--- src/rtl/piso_serializer.sv ---
// Parallel-in serial-out stage with a one-word holding buffer for back-to-back frames.
// Optional build macro PISO_PARITY_EN appends an even-parity bit to every frame.
module piso_serializer #(
    parameter int width = 8
) (
    input  logic             clk,
    input  logic             rst,
    input  logic [width-1:0] din,
    input  logic             sline,
    input  logic             in_valid,
    output logic             in_ready,
    output logic             sout,
    output logic             sout_valid,
    output logic             frame_done,
    output logic             busy
);

`ifdef PISO_PARITY_EN
    localparam int FRAME_LEN = width + 1;
`else
    localparam int FRAME_LEN = width;
`endif
    localparam int CNT_W = $clog2(width + 1);

    typedef enum logic [0:0] {
        IDLE  = 1'b0,
        SHIFT = 1'b1
    } state_t;

    state_t             state_r;
    state_t             state_nx_s;
    logic [width-1:0]   hold_data_r;
    logic               hold_sline_r;
    logic               hold_full_r;
    logic               hold_full_nx_s;
    logic [width-1:0]   word_r;
    logic               order_r;
    logic               parity_r;
    logic [CNT_W-1:0]   cnt_r;
    logic [CNT_W-1:0]   cnt_nx_s;
    logic               sout_r;
    logic               sout_nx_s;
    logic               valid_r;
    logic               valid_nx_s;
    logic               done_r;
    logic               done_nx_s;
    logic               accept_s;
    logic               last_s;
    logic               load_s;

    function automatic logic even_parity(input logic [width-1:0] w);
        return ^w;
    endfunction

    // Bit k of a frame; index width selects the trailing parity bit when enabled.
    function automatic logic frame_bit(input logic [width-1:0] w, input logic lsb_first,
                                       input logic [CNT_W-1:0] k, input logic par);
        logic [width-1:0] shifted;
        logic             result;
        shifted = '0;
        if (k >= CNT_W'(width)) begin
            result = par;
        end else if (lsb_first) begin
            shifted = w >> k;
            result  = shifted[0];
        end else begin
            shifted = w << k;
            result  = shifted[width-1];
        end
        return result;
    endfunction

    assign accept_s   = in_valid && in_ready;
    assign last_s     = (state_r == SHIFT) && (cnt_r == CNT_W'(FRAME_LEN - 1));
    assign load_s     = hold_full_r && ((state_r == IDLE) || last_s);
    assign in_ready   = !hold_full_r && !rst;
    assign busy       = (state_r == SHIFT) || hold_full_r;
    assign sout       = sout_r;
    assign sout_valid = valid_r;
    assign frame_done = done_r;

    // Next-state and next-output computation.
    always_comb begin
        state_nx_s     = state_r;
        hold_full_nx_s = hold_full_r;
        cnt_nx_s       = cnt_r;
        sout_nx_s      = 1'b0;
        valid_nx_s     = 1'b0;
        done_nx_s      = 1'b0;

        case (state_r)
            IDLE: begin
                if (load_s) begin
                    state_nx_s = SHIFT;
                end else begin
                    state_nx_s = IDLE;
                end
            end
            SHIFT: begin
                if (last_s && !load_s) begin
                    state_nx_s = IDLE;
                end else begin
                    state_nx_s = SHIFT;
                end
            end
            default: begin
                state_nx_s = IDLE;
            end
        endcase

        if (accept_s) begin
            hold_full_nx_s = 1'b1;
        end else if (load_s) begin
            hold_full_nx_s = 1'b0;
        end else begin
            hold_full_nx_s = hold_full_r;
        end

        // A load starts the new frame at bit 0, otherwise advance within the current one.
        if (load_s) begin
            cnt_nx_s   = '0;
            sout_nx_s  = frame_bit(hold_data_r, hold_sline_r, CNT_W'(0), even_parity(hold_data_r));
            valid_nx_s = 1'b1;
            done_nx_s  = 1'b0;
        end else if ((state_r == SHIFT) && !last_s) begin
            cnt_nx_s   = cnt_r + CNT_W'(1);
            sout_nx_s  = frame_bit(word_r, order_r, cnt_r + CNT_W'(1), parity_r);
            valid_nx_s = 1'b1;
            done_nx_s  = ((cnt_r + CNT_W'(1)) == CNT_W'(FRAME_LEN - 1));
        end else begin
            cnt_nx_s   = '0;
            sout_nx_s  = 1'b0;
            valid_nx_s = 1'b0;
            done_nx_s  = 1'b0;
        end
    end

    // State, buffer and output registers with synchronous reset.
    always_ff @(posedge clk) begin
        if (rst) begin
            state_r      <= IDLE;
            hold_data_r  <= '0;
            hold_sline_r <= 1'b0;
            hold_full_r  <= 1'b0;
            word_r       <= '0;
            order_r      <= 1'b0;
            parity_r     <= 1'b0;
            cnt_r        <= '0;
            sout_r       <= 1'b0;
            valid_r      <= 1'b0;
            done_r       <= 1'b0;
        end else begin
            state_r     <= state_nx_s;
            hold_full_r <= hold_full_nx_s;
            cnt_r       <= cnt_nx_s;
            sout_r      <= sout_nx_s;
            valid_r     <= valid_nx_s;
            done_r      <= done_nx_s;
            if (accept_s) begin
                hold_data_r  <= din;
                hold_sline_r <= sline;
            end else begin
                hold_data_r  <= hold_data_r;
                hold_sline_r <= hold_sline_r;
            end
            if (load_s) begin
                word_r   <= hold_data_r;
                order_r  <= hold_sline_r;
                parity_r <= even_parity(hold_data_r);
            end else begin
                word_r   <= word_r;
                order_r  <= order_r;
                parity_r <= parity_r;
            end
        end
    end

endmodule

--- config.mk ---
export PLATFORM = sky130hd
export DESIGN_NAME = piso_serializer
export DESIGN_NICKNAME = d
export VERILOG_FILES = /design/src/rtl/piso_serializer.sv
export SDC_FILE = /design/constraint.sdc
export NUM_CORES = 1
export LEC_CHECK = 0
export CORE_MARGIN = 3
export CORE_UTILIZATION = 41
export DETAILED_ROUTE_END_ITERATION = 8
export SLEW_MARGIN = 20
export SYNTH_ARGS = -nofsm -noshare
export SYNTH_HDL_FRONTEND = slang
export SYNTH_SLANG_ARGS = --single-unit
--- constraint.sdc ---
create_clock -name clk -period 1.8 [get_ports clk]
set_input_delay 0.54 -clock clk [delete_from_list [all_inputs] [get_ports clk]]
set_output_delay 0.54 -clock clk [all_outputs]
set_load 0.1 [all_outputs]
# After elaboration in Yosys (flattened, before gate mapping)
# Index checks and enable logic that the tools add are counted.
# totals
input_bits	12
reg_bits	28
# classes
n_eq_ne	2
add_sub_neg	1
muxes	12
magnitude_cmp	1
reduce_logical	15
n_shift	2
n_bitwise	2
# ops
operator	n
$mux W1	11
$eq A4 B3 Y1 const B	2
$reduce_xor A8 Y1	1
$shl A8 B4 Y8	1
$shr A8 B4 Y1	1
$logic_and A1 B1 Y1	6
$add A4 B1 Y4 const B	1
$ge A4 B4 Y1 const B	1
$logic_not A1 Y1	4
$reduce_or A3 Y1	1
$logic_or A1 B1 Y1	2
$not A1 Y1	2
$pmux W1 S2	1
$reduce_bool A2 Y1	1

# Depth between registers and ports, before layout
# Gate-level depths: netlist (run 1).
# depth
depth_word	8
ltp_mapped	7
ltp_nobuf	6

# Worst setup path before layout (run 1)
# OpenSTA, ideal clock, no wires.
# synth_timing
path_type	input port to flip-flop
startpoint	in rst
endpoint	reg hold_data_r[3]
t_required_ps	1677
n_path_buf	2
t_arrival_ps	2490
path_slack_ps	-813
setup_ps	123
cell_stages	5
path_cell_list	nor2_1 -> and2_1 -> clkbuf_2 -> buf_2 -> o21ai_0
# synth_between
elab_chain_len	3
# synth_rtl
item	line	source
from (decl)	7	input logic rst,
$logic_not A1 Y1	76	assign in_ready = !hold_full_r && !rst;
$logic_and A1 B1 Y1	76	
$logic_and A1 B1 Y1	73	assign accept_s = in_valid && in_ready;
to (signal assigned)	160	hold_data_r <= din;
to (signal assigned)	163	hold_data_r <= hold_data_r;
to (decl)	32	logic [width-1:0] hold_data_r;
# Several ways; a longest one is shown, not always the timed one.
# A chain may end at the register's enable or synchronous reset.

# Worst setup path after layout (run 1)
# layout_timing
startpoint	reg hold_full_r
endpoint	out busy
# layout_between
elab_chain_len	1
# layout_rtl
item	line	source
from (decl)	34	logic hold_full_r;
from (signal assigned)	154	hold_full_r <= hold_full_nx_s;
$logic_or A1 B1 Y1	77	assign busy = (state_r == SHIFT) || hold_full_r;
to (decl)	15	output logic busy
# Every way passes these cells.

==> results.md, run 1 <==
* Peak Freq at 577 MHz
* I/O pin cnt at 17
* Input/output buffers at 16
* Critical path's slowest cell: dfxtp_4
* Remaining global-route overflow at 0
* CP cell instances: or2_2 -> buf_12
* Critical Path Fanout Max at 4
* Final ANT Viol Nets at 0
* Area growth syn-to-layout at 27.8%
* Die width at 62.2 um
* Detailed Route Iter0 Violations at 60
* Maximum clock path buffer count at 2
* NetSw at 0.336 mW
* GP Congestion at 0.738
* CP max stage delay at 0.38 ns
* Leak pwr at 0.652 nW
* Post-synthesis sequential area ratio at 0.433
* Drt pass-1 iters at 4
* Clk sinks at 28
* Hold Path Stages at 2
* Synth Cell Area at 1290 um2
* Min-Delay Endpoint: hold_data_r[4]$_SDFFE_PP0P_
* Pwr Density at 806 nW/um2
* Max VDD drop at 0.565 mV
* Min Tclk post-route at 1.73 ns
* Synth top area cells: dfxtp_1 43%, mux2i_1 7.7%, mux4_1 6.1%
* Max-slew headroom at 0.713
* Layout cells sized above 1 at 0.181
* Commonest cells in the netlist: 28 x dfxtp_1, 19 x nor2_1, 11 x nand2_1, 10 x mux2i_1, 10 x nand2b_1
* Post-synth top area share at 0.433
* Final Skew at 0.00430 ns
* Kind of cell adding the most delay to the critical path: flip-flops
* Via density at 4.80
* Worst Setup Start Kind: flop
* Total wire length at 2.44 mm
* Worst-path clk slew at 0.15 ns
* Post-synth cell types at 29
* Clock Tree Root: clkbuf_4
* Die height at 62.2 um
* Post-DR wirelength/cell at 12.8 um
* Inserted Diodes at 0
* Worst Hold Class: reg2reg
* Unrepaired setup endpoints after global routing: no
* Hold_sp: hold_data_r[4]$_SDFFE_PP0P_
* Final HPWL DP at 1.82 mm
* CP Buf/Inv Count at 1
* FF-to-FF Start: cnt_r[0]$_SDFF_PP0_
* Crit path capture type: output pin
* Core box area at 2880 um2
* Top_reg_cell synth: dfxtp_1
* Number of global-route vias before repair at 927
* Tcrit/Tclk final at 0.963
* Proportion of power drawn by the clock network at 0.308
* Die area at 3870 um2
* Cts bufs inserted at 3
* Syn Inst Count at 127
* Kind of critical path: reg2out
* Pint at 0.996 mW
* Site row count at 19
* Design area at 1650 um2
* Final Hold Vio Count at 0
* Worst R2R Path Depth at 5
* Final Util at 0.575
* Vias post-DR at 916
* Initial Util at 0.450
* Final #Nets at 164
* Final setup fails at 0
* FF+latch count, synth at 28
* Initial antenna violation count at 0
* Count leader, synth: dfxtp_1
* Dominant cell type by area after synthesis: dfxtp_1
* Post-synth EDFFs at 0
* Average size of a mapped cell at 10.2 um2
* Worst EP arrival at 1.19 ns
* Combinational Power Share at 0.183
* GRT Util Overall at 0.134
* CTS tree: built
* R2r setup slk at 0.12 ns
* Clock Latency Late Sink at 0.33 ns
* # hold bufs at CTS at 0
* Slew of the pin with the lowest slew margin at 0.427 ns
* Largest net degree at the start of global routing at 19
* Synth async-reset ratio at 0
* Seq pwr share at 0.509
* Switching Fraction at 0.252
* First-pass GRT wire length at 4.23 mm
* Status: completed
* R2r endpoint: sout$_SDFF_PP0_
* Synth Net Count at 141
* MaxCap Viol Count at 0
* Pins Over Slew Limit at 0
* Cell Area, Placed at 1590 um2
* Drt drc at 0
* Worst Path Required at 1.26 ns
* Synth warn at 0
* H-tree depth at 1
[power by group through the flow]
stage	Clock (mW)	Combinational (mW)	Sequential, mW
after floorplan	0	0.152	0.697
after global placement	0	0.239	0.692
after detailed placement	0	0.242	0.693
after CTS	0.427	0.242	0.680
after global routing	0.443	0.264	0.683
final	0.411	0.244	0.678
[repair_timing]
item                       in CTS  in global routing
gates resized for setup         2                  2
pin swaps                       0                  0
setup endpoints to repair       2                  1
gates cloned                    0                  0
hold endpoints to repair        0                  0
buffers inserted                0                  1
[per-layer routing]
| metal | track usage | vias up | wire, um |
|---|---|---|---|
| met1 | 0.156 | 422 | 1130 |
| met3 | 0.0414 | 2 | 85 |
| met5 | 0 | - | 0 |
| li1 | - | 479 | - |
| met2 | 0.243 | 13 | 1200 |
| met4 | 0.0249 | 0 | 23 |
[layout make-up]
class	instances	area [um2]
repair buffers	24	282
multi-input cells	92	697
inverters	1	3.75
clock inverters	1	30.0
clock buffers	3	22.5
flip-flops and latches	28	566
well taps	42	52.6
fillers	252	1220
[stage by stage]
| stage | worst slack [ns] | setup TNS [ns] | instances | hold WS [ns] | power, mW |
|---|---|---|---|---|---|
| 2_1_floorplan | 0.0511 | 0 | 127 | 0.466 | 0.849 |
| 3_3_place_gp | -0.130 | -0.334 | 186 | 0.487 | 0.930 |
| 3_5_place_dp | -0.122 | -0.358 | 186 | 0.499 | 0.935 |
| 4_1_cts | 0.0231 | 0 | 190 | 0.523 | 1.35 |
| 5_1_grt | 0.0169 | 0 | 191 | 0.549 | 1.39 |
| 6_report | 0.0659 | 0 | 191 | 0.516 | 1.33 |
[flip-flops by register name, summed over array words and instances, names as in the netlist]
register / count
hold_data_r: 8
frame_done: 1
cnt_r: 4
word_r: 8
order_r: 1
hold_sline_r: 1
state_r: 1
sout_valid: 1
parity_r: 1
hold_full_r: 1
sout: 1
[cells in the final DEF, fill, tap and decap left out, drive strengths merged]
cell type	netlist	layout
dfxtp	28	28
buf	3	13
mux4	4	4
inv	1	1
nor2	19	19
bufinv	0	1
mux2i	10	10
nand3	3	3
clkbuf	3	3
clkdlybuf4s50	0	10
o21bai	1	1
ha	2	2
a211oi	1	1
and3	1	1
nand3b	3	3
xnor2	9	9
a221oi	1	1
xor2	1	1
and2	1	1
nand2	11	11
a21boi	1	1
a22oi	1	1
a21oi	2	2
dlygate4sd2	0	1
o21ai	9	9
nand2b	10	10
o211a	1	1
or2	1	1
[worst max path at each step]
stage                                         from                          end  slack, ns  cells past startpoint
after floorplan                                rst  hold_data_r[3]$_SDFFE_PP0P_       0.05                      5
after global placement                         rst                     in_ready      -0.13                      3
after detailed placement                       rst              sout$_SDFF_PP0_      -0.12                      5
after CTS                       state_r$_SDFF_PP0_                         busy       0.02                      2
after global routing           cnt_r[0]$_SDFF_PP0_              sout$_SDFF_PP0_       0.02                      5
final                     hold_full_r$_SDFFE_PP0P_                         busy       0.07                      2
[cells by family after synthesis]
logic type	synth area share
multiplexers	0.156
adder cells (fa/ha/maj)	0.0193
AND/OR/NAND/NOR	0.189
buffers and inverters	0.0338
flip-flops	0.433
AO/OA/AOI/OAI	0.102
XOR/XNOR	0.0677
[worst register-to-register path: stages (launching register included)]
cell	delay, ns
dfxtp_1	0.41
inv_1	0.06
ha_1	0.38
mux4_2	0.34
a221oi_2	0.31
a22oi_2	0.08
No activity file was read; power rests on OpenSTA's default activity.
==> run 2, diff against run 1 <==
--- a/config.mk
+++ b/config.mk
@@ -5,6 +5,7 @@
 export SDC_FILE = /design/constraint.sdc
 export NUM_CORES = 1
 export LEC_CHECK = 0
+export CAP_MARGIN = 20
 export CORE_MARGIN = 3
 export CORE_UTILIZATION = 41
 export DETAILED_ROUTE_END_ITERATION = 8
==> results of run 2 <==
Final layout, timing and power as in run 1 (identical DEF).
